**config.mk**
```make
export PLATFORM = sky130hd
export DESIGN_NAME = rr_mux_2x1_arb
export DESIGN_NICKNAME = d
export VERILOG_FILES = /design/src/rtl/rr_mux_2x1_arb.sv
export SDC_FILE = /design/constraint.sdc
export NUM_CORES = 1
export LEC_CHECK = 0
export ABC_AREA = 1
export ABC_CLOCK_PERIOD_IN_PS = 2870
export CORE_UTILIZATION = 43
export CTS_BUF_LIST = sky130_fd_sc_hd__clkbuf_4 sky130_fd_sc_hd__clkbuf_8
export DETAILED_ROUTE_END_ITERATION = 7
export PLACE_DENSITY = 0.95
export SYNTH_ARGS = -nofsm -noshare
export SYNTH_HDL_FRONTEND = slang
export SYNTH_SLANG_ARGS = --single-unit
```
**constraint.sdc**
```tcl
create_clock -name clk -period 2.87 [get_ports clk]
set_input_delay 0.574 -clock clk [delete_from_list [all_inputs] [get_ports clk]]
set_output_delay 0.574 -clock clk [all_outputs]
set_load 0.05 [all_outputs]
```
**src/rtl/rr_mux_2x1_arb.sv**
```systemverilog
// rr_mux_2x1_arb: round-robin arbiter between two valid/ready sources that
// feeds a one-entry output register. The held word is presented on y with
// its source select on s; a drain and a load may happen in the same cycle,
// so a continuously ready consumer sees one word per clock.
module rr_mux_2x1_arb #(
  parameter int WIDTH = 8
) (
  input  logic             clk,
  input  logic             rst_n,
  input  logic             d1_valid,
  input  logic [WIDTH-1:0] d1,
  output logic             d1_ready,
  input  logic             d2_valid,
  input  logic [WIDTH-1:0] d2,
  output logic             d2_ready,
  output logic             s,
  output logic             y_valid,
  output logic [WIDTH-1:0] y,
  input  logic             y_ready
);

  typedef enum logic {
    ST_EMPTY = 1'b0,
    ST_FULL  = 1'b1
  } state_t;

  state_t             state_q;
  state_t             state_d;
  logic [WIDTH-1:0]   y_q;
  logic [WIDTH-1:0]   y_d;
  logic               s_q;
  logic               s_d;
  // Index of the source that won the most recent load: 0 = d1, 1 = d2.
  logic               last_grant_q;
  logic               last_grant_d;

  logic               grant_d1_s;
  logic               grant_d2_s;
  logic               can_load_s;
  logic               load_s;

  // Round-robin grant: a lone requester always wins, under contention the
  // source that did not win the last load gets the turn.
  always_comb begin
    grant_d1_s = 1'b0;
    grant_d2_s = 1'b0;
    case ({d1_valid, d2_valid})
      2'b10: begin
        grant_d1_s = 1'b1;
      end
      2'b01: begin
        grant_d2_s = 1'b1;
      end
      2'b11: begin
        if (last_grant_q) begin
          grant_d1_s = 1'b1;
        end else begin
          grant_d2_s = 1'b1;
        end
      end
      default: begin
        grant_d1_s = 1'b0;
        grant_d2_s = 1'b0;
      end
    endcase
  end

  // Space available when empty or when the held word leaves this cycle;
  // rst_n gates the load so no ready is ever shown during reset.
  always_comb begin
    can_load_s = (state_q == ST_EMPTY) | (y_ready & (state_q == ST_FULL));
    load_s     = rst_n & can_load_s & (grant_d1_s | grant_d2_s);
    d1_ready   = rst_n & can_load_s & grant_d1_s;
    d2_ready   = rst_n & can_load_s & grant_d2_s;
  end

  // Next-state and datapath update: capture the winner on a load, otherwise
  // hold y/s and only drop to EMPTY when the held word drains.
  always_comb begin
    state_d      = state_q;
    y_d          = y_q;
    s_d          = s_q;
    last_grant_d = last_grant_q;
    if (load_s) begin
      y_d          = grant_d2_s ? d2 : d1;
      s_d          = grant_d2_s;
      last_grant_d = grant_d2_s;
    end else begin
      y_d          = y_q;
      s_d          = s_q;
      last_grant_d = last_grant_q;
    end
    case (state_q)
      ST_EMPTY: begin
        if (load_s) begin
          state_d = ST_FULL;
        end else begin
          state_d = ST_EMPTY;
        end
      end
      ST_FULL: begin
        if (load_s) begin
          state_d = ST_FULL;
        end else if (y_ready) begin
          state_d = ST_EMPTY;
        end else begin
          state_d = ST_FULL;
        end
      end
      default: begin
        state_d = ST_EMPTY;
      end
    endcase
  end

  // State register with synchronous active-low reset; last_grant resets to
  // d2 so that d1 wins the first contention.
  always_ff @(posedge clk) begin
    if (!rst_n) begin
      state_q      <= ST_EMPTY;
      y_q          <= {WIDTH{1'b0}};
      s_q          <= 1'b0;
      last_grant_q <= 1'b1;
    end else begin
      state_q      <= state_d;
      y_q          <= y_d;
      s_q          <= s_d;
      last_grant_q <= last_grant_d;
    end
  end

  // Outputs come straight from registers: no path from y_ready to y or s.
  always_comb begin
    y_valid = (state_q == ST_FULL);
    y       = y_q;
    s       = s_q;
  end

endmodule

```
==> qor.txt, run 1 <==
Peak Freq: 419 MHz
Clock transition at path regs: 0.07 ns
count leader, synth: nand2_1
routed length per instance: 10.9 um
I/O pin cnt: 33
# port buffers: 32
number of clock sinks: 11
initial antenna violation count: 0
#FFs+latches synth: 11
die height: 40.9 um
cts bufs inserted: 3
critical path type: primary input to output pin
DR WL met2: 796 um
gr usage total: 0.216
combinational fraction of design power: 0.392
Iter 0 DRT Violations: 13
clk_lat worst skew: 0.27 ns
final WL: 1.61 mm
sequential element share of the synthesized area: 0.338
NetSw: 0.000171 W
Synth cell types: 14
setup TNS: 0 ns
Max VDD drop: 313 uV
clk root buf: clkbuf_4
multi-input logic area: 349 um2
Final min period: 2.39 ns
worst path buffer plus inverter count: 3
commonest cells in the synthesized netlist: nand2_1 (28), nor2_1 (16), dfxtp_1 (11), nand3_1 (11), nand2_2 (10)
non-filler cells, final: 148
DRT antenna net count: 0
DR vias: 696
critical path's top delay family: buffers and inverters
via/cell ratio: 4.70
critical path data arrival time: 1.81 ns
hold bufs inserted after CTS: 0
power density cells: 468 nW/um2
metal3 WL: 75 um
largest area contributor in the netlist: dfxtp_1
Post-synth top flop: dfxtp_1
vias in the first global route: 574
fin crit share: 0.831
Detailed Routing Iterations Pass 1: 4
RSZ-0062 raised after global routing: false
GR Overflow Total: 0
cell internal pwr: 0.000307 W
final setup fails: 0
clock tree buffer depth: 2
Sw Ratio: 0.357
Syn Inst Count: 99
CTS H-Tree Depth: 1
part of the power in registers: 0.367
DIE AREA: 1680 um2
Max-slew headroom: 0.651
cell count after placement: 144
crit start category: primary input
Worst Tran Pin Value: 0.522 ns
Synth Net Count: 120
area of the mapped netlist: 652 um2
first-pass GRT wire length: 2.35 mm
FFs w/ async S/R, synth: 0
Rows: 13
status: complete, no violations
synth warn: 0
Synth area leaders: dfxtp_1 (34%), nand2_1 (16%), nand2_2 (9.6%), nor2_1 (9.2%), nand3_1 (8.4%)
Worst Hold Slack: 0.475 ns
Max FO, Critical Path: 11
Final GP Congestion: 0.746
Register Area: 220 um2
slowest stage delay, CP: 0.53 ns
drt drc: 0
Avg Cell Area, Syn: 6.58 um2
fill count: 108
Die Width: 40.9 um
Post-CTS Setup Bufs: 0
Clock power frac: 0.241
worst clock skew: 0.00704 ns
Core Area: 1350 um2
share of layout cells above drive strength 1: 0.211
Hold Path Class: register to register
Leakage: 0.512 nW
Max stage delay cell, worst path: clkdlybuf4s50_1
Antenna diodes: 0
Yosys top cell area share: 0.338
Hold Vio Cnt, Final: 0
CP endpoint kind: output pin
CP Data Required Time: 2.30 ns
area grow syn2layout: 56.8%
Top Metal Used: met4
routed metal-1 wirelength: 710 um
Pwr Total: 0.000478 W
post_cts resized: 0
Initial Util: 0.483
pins over their slew limit: 0
EDFF count, synth: 0
crit-path cells: clkdlybuf4s50_1 > nand2_2 > nand2_8 > nand2_1 > inv_1 > buf_12
largest net degree at the start of global routing: 19
placed wire-length estimate: 1.23 mm
nets@finish: 155
CTS tree: yes
max_cap viols: 0
==> cell families (layout without fill, tap and decap cells) <==
family | after synthesis | in the layout | synth area share
DFF | 11 | 11 | 0.338
buffers and inverters | 18 | 52 | 0.127
AOI/OAI and AO/OA | 2 | 2 | 0.0384
and+or+nand+nor | 68 | 68 | 0.497
==> worst register-to-register path, stage by stage, from the launching register on <==
cell and delay, ns:
dfxtp_1 0.34, inv_1 0.06, nand2_2 0.22, nand3_2 0.13, nand2_4 0.19, nand2_1 0.08
nand2_1 0.06, nor2_1 0.04
==> layout by cell type (no fill, tap or decap), drive strengths merged <==
cell type      instances
nand2                 40
clkdlybuf4s50         30
nor2                  16
inv                   15
nand3                 12
dfxtp                 11
clkbuf                 4
buf                    3
a21oi                  2
==> flip-flops by register name, indices dropped and copies added, names as in the netlist <==
name	cells
y	8
last_grant_q	1
s	1
y_valid	1
==> layout make-up <==
| cell class | count | area share |
|---|---|---|
| Clock buffer | 4 | 0.0294 |
| Inverter | 15 | 0.0551 |
| Timing Repair Buffer | 33 | 0.340 |
| Sequential cell | 11 | 0.215 |
| Tap cell | 15 | 0.0184 |
| Multi-Input combinational cell | 70 | 0.341 |
==> power groups by stage <==
stage          combinational [W]  clock, W  sequential (W)
4_1_cts                 0.000188  0.000118        0.000176
2_1_floorplan          0.0000720         0        0.000224
3_3_place_gp            0.000184         0        0.000179
6_report                0.000187  0.000115        0.000175
5_1_grt                 0.000201  0.000126        0.000178
3_5_place_dp            0.000186         0        0.000179
==> metal layers <==
layer / vias to the layer above / track usage
met2: 23 / 0.383
met4: 0 / 0.125
met5: - / 0
li1: 363 / -
met3: 5 / 0.0163
met1: 305 / 0.249
==> final timing paths <==
check | start | end | slack, ns | cells past startpoint
setup / recovery | d2_valid | d2_ready | 0.48 | 6
hold / removal | s | s | 0.48 | 2
setup reg to reg | last_grant_q | y[5] | 1.65 | 7
hold reg to reg | s | s | 0.48 | 2
==> through the flow <==
stage / worst slack [ns] / cell area (um2) / util
finish: 0.485 / 1020 / 0.757
global route: 0.438 / 1020 / 0.757
CTS: 0.477 / 1020 / 0.757
detailed placement: 0.484 / 992 / 0.735
global placement: 0.523 / 992 / 0.735
floorplan: 0.961 / 652 / -
Power figures use the tool's default switching activity.
==> inputs of run 2 (changes only) <==
--- a/config.mk
+++ b/config.mk
@@ -6,11 +6,11 @@
 export NUM_CORES = 1
 export LEC_CHECK = 0
 export ABC_AREA = 1
-export ABC_CLOCK_PERIOD_IN_PS = 2870
-export CORE_UTILIZATION = 43
+export ABC_CLOCK_PERIOD_IN_PS = 2100
+export CORE_UTILIZATION = 36
 export CTS_BUF_LIST = sky130_fd_sc_hd__clkbuf_4 sky130_fd_sc_hd__clkbuf_8
 export DETAILED_ROUTE_END_ITERATION = 7
-export PLACE_DENSITY = 0.95
+export PLACE_DENSITY = 0.87
 export SYNTH_ARGS = -nofsm -noshare
 export SYNTH_HDL_FRONTEND = slang
 export SYNTH_SLANG_ARGS = --single-unit
==> constraint.sdc (replaced) <==
create_clock -name clk -period 2.1 [get_ports clk]
set_input_delay 0.42 -clock clk [delete_from_list [all_inputs] [get_ports clk]]
set_output_delay 0.42 -clock clk [all_outputs]
set_load 0.05 [all_outputs]
==> run 2 against run 1 <==
Against the previous run:
- the run now ends with DRC left
- sequential share of layout area shrank 0.56 points
- clock skew fell by 0.0040 ns
- clock-buffer cell count unchanged
- critical path depth unchanged
- clock power is 37% higher
- worst setup slack worse by 0.36 ns
- non-clock buffer count increased by 2
- combinational power is 38% higher
- utilization down 14 points
- cell area rose by 2.7%
- final cell count is 8.1% higher
- critical path type unchanged
- largest power group unchanged
==> qor.txt, run 2 (synthesis results as in run 1) <==
Final min period: 1.98 ns
crit start category: primary input
DRT antenna net count: 0
power density cells: 625 nW/um2
final setup fails: 0
final cell utilization of the core: 0.615
die height: 44.6 um
Initial Util: 0.382
Worst Hold Slack: 0.461 ns
Hold Vio Cnt, Final: 0
NetSw: 0.000233 W
hold bufs inserted after CTS: 0
CTS H-Tree Depth: 1
GR Overflow Total: 0
met1 Use GR: 0.202
CTS tree: yes
Final Cell Area: 1050 um2
CP endpoint kind: output pin
cts bufs inserted: 3
critical path's top delay family: buffers and inverters
Clock transition at path regs: 0.07 ns
cell internal pwr: 0.000422 W
worst clock skew: 0.00300 ns
critical path data arrival time: 1.56 ns
nets@finish: 157
met3 usage: 0.0245
Die Width: 44.6 um
largest net degree at the start of global routing: 19
area post-placement: 1020 um2
first-pass GRT wire length: 2.50 mm
Max FO, Critical Path: 9
max reg flops: 8
# port buffers: 32
slowest stage delay, CP: 0.53 ns
GR Util met2: 0.297
clk_lat worst skew: 0.26 ns
commonest cells after routing, fill and taps aside: clkdlybuf4s50_1 (30), nand2_1 (28), nor2_1 (16)
RSZ-0062 raised after global routing: false
GR peak layer: met2
Rows: 15
gr usage total: 0.166
Antenna diodes: 0
placed wire-length estimate: 1.16 mm
Core Area: 1710 um2
Worst Tran Pin Value: 0.506 ns
Detailed Routing Iterations Pass 1: 6
crit-path cells: clkdlybuf4s50_1 > nand2_2 > nand2_8 > nand2_1 > inv_1 > buf_12
status: finished with violations
combinational fraction of design power: 0.393
vias in the first global route: 661
final WL: 1.51 mm
clock tree buffer depth: 2
setup TNS: 0 ns
routed length per instance: 9.42 um
violated checks: DRC
Sw Ratio: 0.356
Peak Freq: 506 MHz
part of the power in registers: 0.366
fin crit share: 0.941
Iter 0 DRT Violations: 19
initial antenna violation count: 0
number of clock sinks: 11
pins over their slew limit: 0
Final GP Congestion: 0.760
share of layout cells above drive strength 1: 0.222
DR vias: 701
drt drc: 1
via/cell ratio: 4.38
Max-slew headroom: 0.661
commonest non-fill, non-tap cell in the layout: clkdlybuf4s50_1
Leakage: 0.520 nW
DIE AREA: 1990 um2
Hold Path Class: register to register
critical path type: primary input to output pin
max_cap viols: 0
I/O pin cnt: 33
worst path buffer plus inverter count: 3
Max stage delay cell, worst path: clkdlybuf4s50_1
post_cts resized: 0
Max VDD drop: 420 uV
clk root buf: clkbuf_4
area grow syn2layout: 61.0%
CP Data Required Time: 1.68 ns
Clock power frac: 0.241
Post-CTS Setup Bufs: 0
run 2: cell count changes in the layout (fill, tap and decap cells not counted), sizes merged:
| cell | delta |
|---|---|
| buf | +2 |
run 2: metrics by stage:
step | instances | worst slack (ns) | total power, W
2_1_floorplan | 99 | 0.499 | 0.000405
3_3_place_gp | 156 | 0.154 | 0.000499
3_5_place_dp | 156 | 0.125 | 0.000503
4_1_cts | 160 | 0.118 | 0.000661
5_1_grt | 160 | 0.0394 | 0.000691
6_report | 160 | 0.125 | 0.000656
run 2: area by class of cell:
type	instances	area [um2]
timing repair buffer	35	363
sequential	11	220
clock buffer	4	30.0
tap	25	31.3
multi-input combinational	70	349
inverter	15	56.3
fill	146	658
run 2: final timing paths:
| path | from | end | slack [ns] | cells after the start |
|---|---|---|---|---|
| worst min register to register | last_grant_q | last_grant_q | 0.46 | 2 |
| worst min-delay path | last_grant_q | last_grant_q | 0.46 | 2 |
| worst max-delay path | d2_valid | d2_ready | 0.12 | 6 |
| worst max register to register | last_grant_q | y[7] | 0.88 | 8 |
run 2: routing by layer:
layer	share of wire	routed length [um]
met1	0.43	650
met2	0.51	763
met3	0.052	79
met4	0.0086	13
met5	0	0
run 2: power groups by stage:
stage | combinational [W] | sequential (W) | clock (W)
2_1_floorplan | 0.0000984 | 0.000306 | 0
3_3_place_gp | 0.000254 | 0.000244 | 0
3_5_place_dp | 0.000258 | 0.000245 | 0
4_1_cts | 0.000259 | 0.000240 | 0.000161
5_1_grt | 0.000278 | 0.000243 | 0.000171
6_report | 0.000258 | 0.000240 | 0.000158
run 2: worst register-to-register path, delay by kind of cell, from the launching register on:
family / cells / cell delay, ns
buf+inv: 2 / 0.23
simple gates: 6 / 0.57
flops: 1 / 0.33
==> inputs of run 3 (changes only) <==
--- a/config.mk
+++ b/config.mk
@@ -9,6 +9,7 @@
 export ABC_CLOCK_PERIOD_IN_PS = 2100
 export CORE_UTILIZATION = 36
 export CTS_BUF_LIST = sky130_fd_sc_hd__clkbuf_4 sky130_fd_sc_hd__clkbuf_8
+export CTS_CLUSTER_SIZE = 25
 export DETAILED_ROUTE_END_ITERATION = 7
 export PLACE_DENSITY = 0.87
 export SYNTH_ARGS = -nofsm -noshare
==> results of run 3 <==
The final DEF is identical to that of run 2; final timing and power are the same.
